===== config.mk =====
export PLATFORM = sky130hd
export DESIGN_NAME = alu_arbiter
export DESIGN_NICKNAME = d
export VERILOG_FILES = /design/src/rtl/alu_arbiter.sv
export SDC_FILE = /design/constraint.sdc
export NUM_CORES = 1
export LEC_CHECK = 0
export BUFFER_PORTS_ARGS = -buffer_cell sky130_fd_sc_hd__clkbuf_2
export CAP_MARGIN = 40
export CORE_MARGIN = 2
export CORE_UTILIZATION = 45
export CTS_BUF_LIST = sky130_fd_sc_hd__clkbuf_4
export DETAILED_ROUTE_END_ITERATION = 8
export PLACE_DENSITY = 0.79
export SETUP_SLACK_MARGIN = 0.3
export SLEW_MARGIN = 25
export SYNTH_ARGS = -nofsm -noshare
export SYNTH_HDL_FRONTEND = slang
export SYNTH_SLANG_ARGS = --single-unit

===== constraint.sdc =====
create_clock -name clk -period 2 [get_ports clk]
set_input_delay 0.4 -clock clk [delete_from_list [all_inputs] [get_ports clk]]
set_output_delay 0.4 -clock clk [all_outputs]
set_load 0.02 [all_outputs]

===== src/rtl/alu_arbiter.sv =====
`default_nettype none
// ============================================================================
//  Module      : alu_arbiter
//  Description : Two-port arbiter/sequencer that owns the shared combinational
//                ALU. It grants one request, registers its operands, captures
//                the result and returns it with a valid/ready response.
//                Optional macro ALU_ARB_RR_EN selects round-robin arbitration
//                (fixed priority to requester 0 when undefined).
//  Revision    : 1.0 - initial release
// ============================================================================
module alu_arbiter #(
    parameter int WIDTH = 16,
    parameter int OPW   = 4
) (
    input  logic             clk,
    input  logic             rst_n,

    input  logic             r0_valid,
    output logic             r0_ready,
    input  logic [OPW-1:0]   r0_op,
    input  logic [WIDTH-1:0] r0_a,
    input  logic [WIDTH-1:0] r0_b,
    output logic             r0_rsp_valid,
    input  logic             r0_rsp_ready,

    input  logic             r1_valid,
    output logic             r1_ready,
    input  logic [OPW-1:0]   r1_op,
    input  logic [WIDTH-1:0] r1_a,
    input  logic [WIDTH-1:0] r1_b,
    output logic             r1_rsp_valid,
    input  logic             r1_rsp_ready,

    output logic [WIDTH-1:0] rsp_data,
    output logic             rsp_zero,
    output logic             busy,

    output logic [OPW-1:0]   alu_op,
    output logic [WIDTH-1:0] alu_a,
    output logic [WIDTH-1:0] alu_b,
    input  logic [WIDTH-1:0] alu_out,
    input  logic             alu_zero
);

    typedef enum logic [1:0] {
        S_IDLE = 2'd0,
        S_EXEC = 2'd1,
        S_RESP = 2'd2
    } state_t;

    state_t             r_state;
    state_t             w_state_nxt;

    logic               r_gnt;
    logic [OPW-1:0]     r_op;
    logic [WIDTH-1:0]   r_a;
    logic [WIDTH-1:0]   r_b;
    logic [WIDTH-1:0]   r_rsp_data;
    logic               r_rsp_zero;

    logic               w_pick1;
    logic               w_accept;
    logic               w_rsp_take;
    logic [OPW-1:0]     w_sel_op;
    logic [WIDTH-1:0]   w_sel_a;
    logic [WIDTH-1:0]   w_sel_b;

    // ------------------------------------------------------------------------
    // Arbitration: w_pick1 says requester 1 wins this IDLE cycle.
    // ------------------------------------------------------------------------
`ifdef ALU_ARB_RR_EN
    logic r_last;

    // Under contention the port that was not granted last time wins.
    always_comb begin
        if (r0_valid && r1_valid) begin
            w_pick1 = ~r_last;
        end else begin
            w_pick1 = r1_valid;
        end
    end

    always_ff @(posedge clk or negedge rst_n) begin
        if (!rst_n) begin
            r_last <= 1'b1;
        end else if (w_accept) begin
            r_last <= w_pick1;
        end
    end
`else
    assign w_pick1 = r1_valid & ~r0_valid;
`endif

    assign w_rsp_take = r_gnt ? r1_rsp_ready : r0_rsp_ready;

    always_comb begin
        w_sel_op = r0_op;
        w_sel_a  = r0_a;
        w_sel_b  = r0_b;
        if (w_pick1) begin
            w_sel_op = r1_op;
            w_sel_a  = r1_a;
            w_sel_b  = r1_b;
        end
    end

    // ------------------------------------------------------------------------
    // Next-state and handshake outputs
    // ------------------------------------------------------------------------
    always_comb begin
        w_state_nxt  = r_state;
        r0_ready     = 1'b0;
        r1_ready     = 1'b0;
        w_accept     = 1'b0;
        r0_rsp_valid = 1'b0;
        r1_rsp_valid = 1'b0;
        busy         = 1'b0;

        case (r_state)
            S_IDLE: begin
                r0_ready = r0_valid & ~w_pick1;
                r1_ready = r1_valid &  w_pick1;
                w_accept = (r0_valid & ~w_pick1) | (r1_valid & w_pick1);
                if (w_accept) begin
                    w_state_nxt = S_EXEC;
                end
            end
            S_EXEC: begin
                busy        = 1'b1;
                w_state_nxt = S_RESP;
            end
            S_RESP: begin
                busy         = 1'b1;
                r0_rsp_valid = ~r_gnt;
                r1_rsp_valid =  r_gnt;
                // No acceptance in this cycle: the return goes through IDLE.
                if (w_rsp_take) begin
                    w_state_nxt = S_IDLE;
                end
            end
            default: begin
                w_state_nxt = S_IDLE;
            end
        endcase
    end

    // ------------------------------------------------------------------------
    // State, operand and result registers
    // ------------------------------------------------------------------------
    always_ff @(posedge clk or negedge rst_n) begin
        if (!rst_n) begin
            r_state <= S_IDLE;
        end else begin
            r_state <= w_state_nxt;
        end
    end

    always_ff @(posedge clk or negedge rst_n) begin
        if (!rst_n) begin
            r_gnt <= 1'b0;
            r_op  <= '0;
            r_a   <= '0;
            r_b   <= '0;
        end else if (w_accept) begin
            r_gnt <= w_pick1;
            r_op  <= w_sel_op;
            r_a   <= w_sel_a;
            r_b   <= w_sel_b;
        end
    end

    always_ff @(posedge clk or negedge rst_n) begin
        if (!rst_n) begin
            r_rsp_data <= '0;
            r_rsp_zero <= 1'b0;
        end else if (r_state == S_EXEC) begin
            r_rsp_data <= alu_out;
            r_rsp_zero <= alu_zero;
        end
    end

    assign alu_op   = r_op;
    assign alu_a    = r_a;
    assign alu_b    = r_b;
    assign rsp_data = r_rsp_data;
    assign rsp_zero = r_rsp_zero;

endmodule
`default_nettype wire


Word level (Yosys, flattened, before mapping)
Index checks and enable logic that the tools add are counted.
- equality and inequality tests: 4
- multiplexer cells: 13
- bitwise logic cells: 7
- reductions and logical operators: 3
- operator list (kind ; number):
    $mux 16 ; 2
    $mux 1 ; 7
    $pmux 2 s3 ; 1
    $mux 2 ; 2
    $mux 4 ; 1
    $ne 2x2->1 const B ; 2
    $and 1x1->1 ; 3
    $not 1->1 ; 3
    $eq 2x1->1 const B ; 1
    $eq 2x2->1 const B ; 1
    $logic_not 2->1 ; 1
    $reduce_and 2->1 ; 1
    $reduce_or 2->1 ; 1
    $or 1x1->1 ; 1
- register bits after elaboration: 56
- input bits: 95
- output and inout bits: 58
- word-level logic and storage cells: 34

Logic depth before layout (Yosys ltp)
- depth in word-level cells: 7
- mapped depth: 6
- depth with buffers taken out: 5

Worst setup path after synthesis
OpenSTA, ideal clock, no wires.
- path kind: input to output
- start point: in r0_valid
- end point: out r1_ready
- arrival: 1.099 ns
- data required time: 1.600 ns
- slack: 0.501 ns
- stages on the path: 4
- path buffers: 2
- path through: nand2b_4 > buf_12 > buf_12 > nor2_1
- word-level cells in the longest chain between the ends: 4
- ends and longest elaborated chain (item ; RTL line ; text):
    start, declared ; 18 ; input logic r0_valid,
    $not 1->1 ; 91 ; assign w_pick1 = r1_valid & ~r0_valid;
    $and 1x1->1 ; 91 ;
    $and 1x1->1 ; 122 ; r1_ready = r1_valid & w_pick1;
    $mux 1 ; 119 ; case (r_state)
    end, declared ; 27 ; output logic r1_ready,
Every way passes these cells.

Worst setup path after layout
- start point: reg r_state[1]
- end point: out r0_rsp_valid
- word-level cells in the longest chain between the ends: 2
- ends and longest elaborated chain (item ; RTL line ; text):
    start, declared ; 51 ; state_t r_state;
    start signal, assigned ; 154 ; r_state <= w_state_nxt;
    $eq 2x2->1 ; 119 ;
    $mux 1 ; 119 ;
    end, declared ; 23 ; output logic r0_rsp_valid,
Every way passes these cells.

==> impl_metrics.ini <==
[global_routing]
grt_pass1_vias = 2111
grt_pass1_wl_um = 9340
globalRouteOverflowTotal = 0
grt_max_degree = 53
antenna_found_initial = 0
track_usage_pct = 19.0

[clock_tree]
worstSkewPairLatency_ns = 0.37
cts_made_buffers = 5
tritoncts = done
clock_sinks = 56
root_buffer = clkbuf_4
clock_path_buffers = 2
htreeDepth = 2
clk_pin_slew_worst_paths_ns = 0.16

[route]
post_drt_wl_per_cell_um = 13.5
wl_um = 6090
dr.pass1.iters = 4
first_iter_violations = 103
viasPerCell = 4.82
via_count = 2169
drc = 0
ant_nets = 0

[yosys]
synth-seq-area-share_pct = 54.8
yosysWarnings = 0
synth_area_per_cell_sq_um = 11.8
synth_cells = 216
synthesis.nets = 315
netlist_area_sq_mm = 0.00256
synth_cell_types = 21
synth-seq-cells = 56

[setup_path]
worst_path_max_delay_cell = dfrtp_1
rr_startpoint = r_state[1]
worstPathRequired_ns = 1.60
worstSetupEndpointType = output port
path_class = flop to output port
crit_path_cell_trace = buf_6 -> ha_4 -> nor2b_4 -> buf_6
crit_path_start_kind = flop
critPathMaxStageDelay_ns = 0.45
cp_max_fo = 3
crit_start = r_state[1]
crit_family = flip-flops
cp.arrival_ns = 1.37
cp_num_buf_inv = 2
cp_common_cell = buf_6

[timing]
hold_viol = 0
report.final.slew_viol_count = 0
fin_skew_ns = 0.0183
tightest_slew_ns = 0.625
finalCriticalPeriod_ns = 1.77
fmax_mhz = 566
fin_setup_tns_ns = 0
rsz0062_at_grt = yes
period_share_pct = 88.3
relSlewSlack_pct = 58.2
setup_viol = 0

[cells_and_area]
final_core_util_pct = 65.5
syn2layout_area_growth_pct = 41.1
layout.nets = 476
drive_gt1_share_pct = 53.7
insertedDiodeCount = 0
mostFrequentLayoutCells = clkbuf_2, dfrtp_1, mux2i_1
instances_no_fill = 450
final_common_cell = clkbuf_2
final_area_sq_mm = 0.00361

[place]
detailed_place_hpwl_um = 4500
gp_congestion = 0.776
dpl-instance-area_sq_mm = 0.00336
dpl.cell_count = 432
portBuffers = 152

[die]
dieArea_sq_mm = 0.00630
die_y_um = 79.4
rows = 27
start_util_pct = 46.4
die_w_um = 79.4
ios = 153
design.core.area_sq_mm = 0.00551

[power_and_ir_drop]
finalPower_uw = 5570
leakagePower_uw = 0.00204
peakVddDrop_v = 0.000735
power_density_mw_per_mm2 = 1540

[outcome]
outcome = completed

[job]
maxCapViolCount = 0

[hold_path]
min_path_type = primary input to flop
hp-start = alu_out[3]
[logic make-up (layout without fill, tap and decap cells)]
group / Yosys count / count (layout) / share of synthesized area, %
AND/OR/NAND/NOR: 43 / 43 / 7.05
flip-flops: 56 / 56 / 54.8
adder cells (fa/ha/maj): 4 / 4 / 1.96
AO/OA/AOI/OAI: 42 / 42 / 8.56
multiplexers: 55 / 55 / 22.4
buffers and inverters: 16 / 178 / 5.23
[synth_stat cells, drive strengths merged]
library cell  count  share of area (%)
a21o              1               0.29
a22oi             1               0.29
and2              2               0.54
clkbuf            3               0.49
dfrtp            56                 55
a21oi             3               0.59
o21ai            37                7.4
nor2b             1               0.24
nor2              3               0.44
mux2             18                7.9
mux2i            37                 14
nand2            36                5.3
ha                4                2.0
buf              10                4.3
inv               3               0.44
nand2b            1               0.54
[where the power goes]
part           leakage, uW  internal, uW  switching (uW)
clock            0.0000412           261             337
sequential        0.000679          1690             308
combinational      0.00132          1250            1720
[final timing paths]
path	end	slack (ns)	cells past startpoint
min in group asynchronous	rsp_zero	0.49	2
max	r0_rsp_valid	0.23	4
min reg2reg	alu_a[15]	0.50	2
min	rsp_data[3]	0.24	2
max in group asynchronous	alu_a[15]	0.86	3
max reg2reg	alu_b[15]	0.40	7
[state kept, by name, indices dropped and copies added (netlist names)]
| signal | flops |
|---|---|
| alu_op | 4 |
| alu_a | 16 |
| r_state | 2 |
| r_gnt | 1 |
| rsp_zero | 1 |
| rsp_data | 16 |
| alu_b | 16 |
[layout make-up]
cell class	instances	area, sq um
Clock buffer	5	37.5
Clock inverter	3	42.5
Fill cell	449	1900
Inverter	3	11.3
Multi-Input combinational cell	144	1070
Sequential cell	56	1400
Tap cell	72	90.1
Timing Repair Buffer	167	957
[what timing repair did]
action                                  in CTS  in global routing
pin swaps                                    2                  1
endpoints found under the hold margin       15                  0
hold buffers                                 1                  0
buffers inserted                             6                  2
endpoints found under the setup margin       5                  7
gates resized for setup                     15                 11
gates cloned                                 0                  1
[stage by stage]
step,hold slack [ns],setup WS [ns]
detailed placement,0.357,0.420
global route,0.211,0.171
global placement,0.349,0.492
CTS,0.223,0.199
floorplan,0.104,0.501
finish,0.241,0.234
[metal layers]
layer / routed length [um] / global-route usage [%] / up-vias / part of all wire, %
met5: 0 / 0 / - / 0
met4: 112 / 7.59 / 0 / 1.8
met3: 330 / 3.85 / 11 / 5.4
met2: 3430 / 36.2 / 77 / 56
met1: 2220 / 20.5 / 1021 / 36
li1: - / - / 1060 / -
Power figures use the tool's default switching activity.
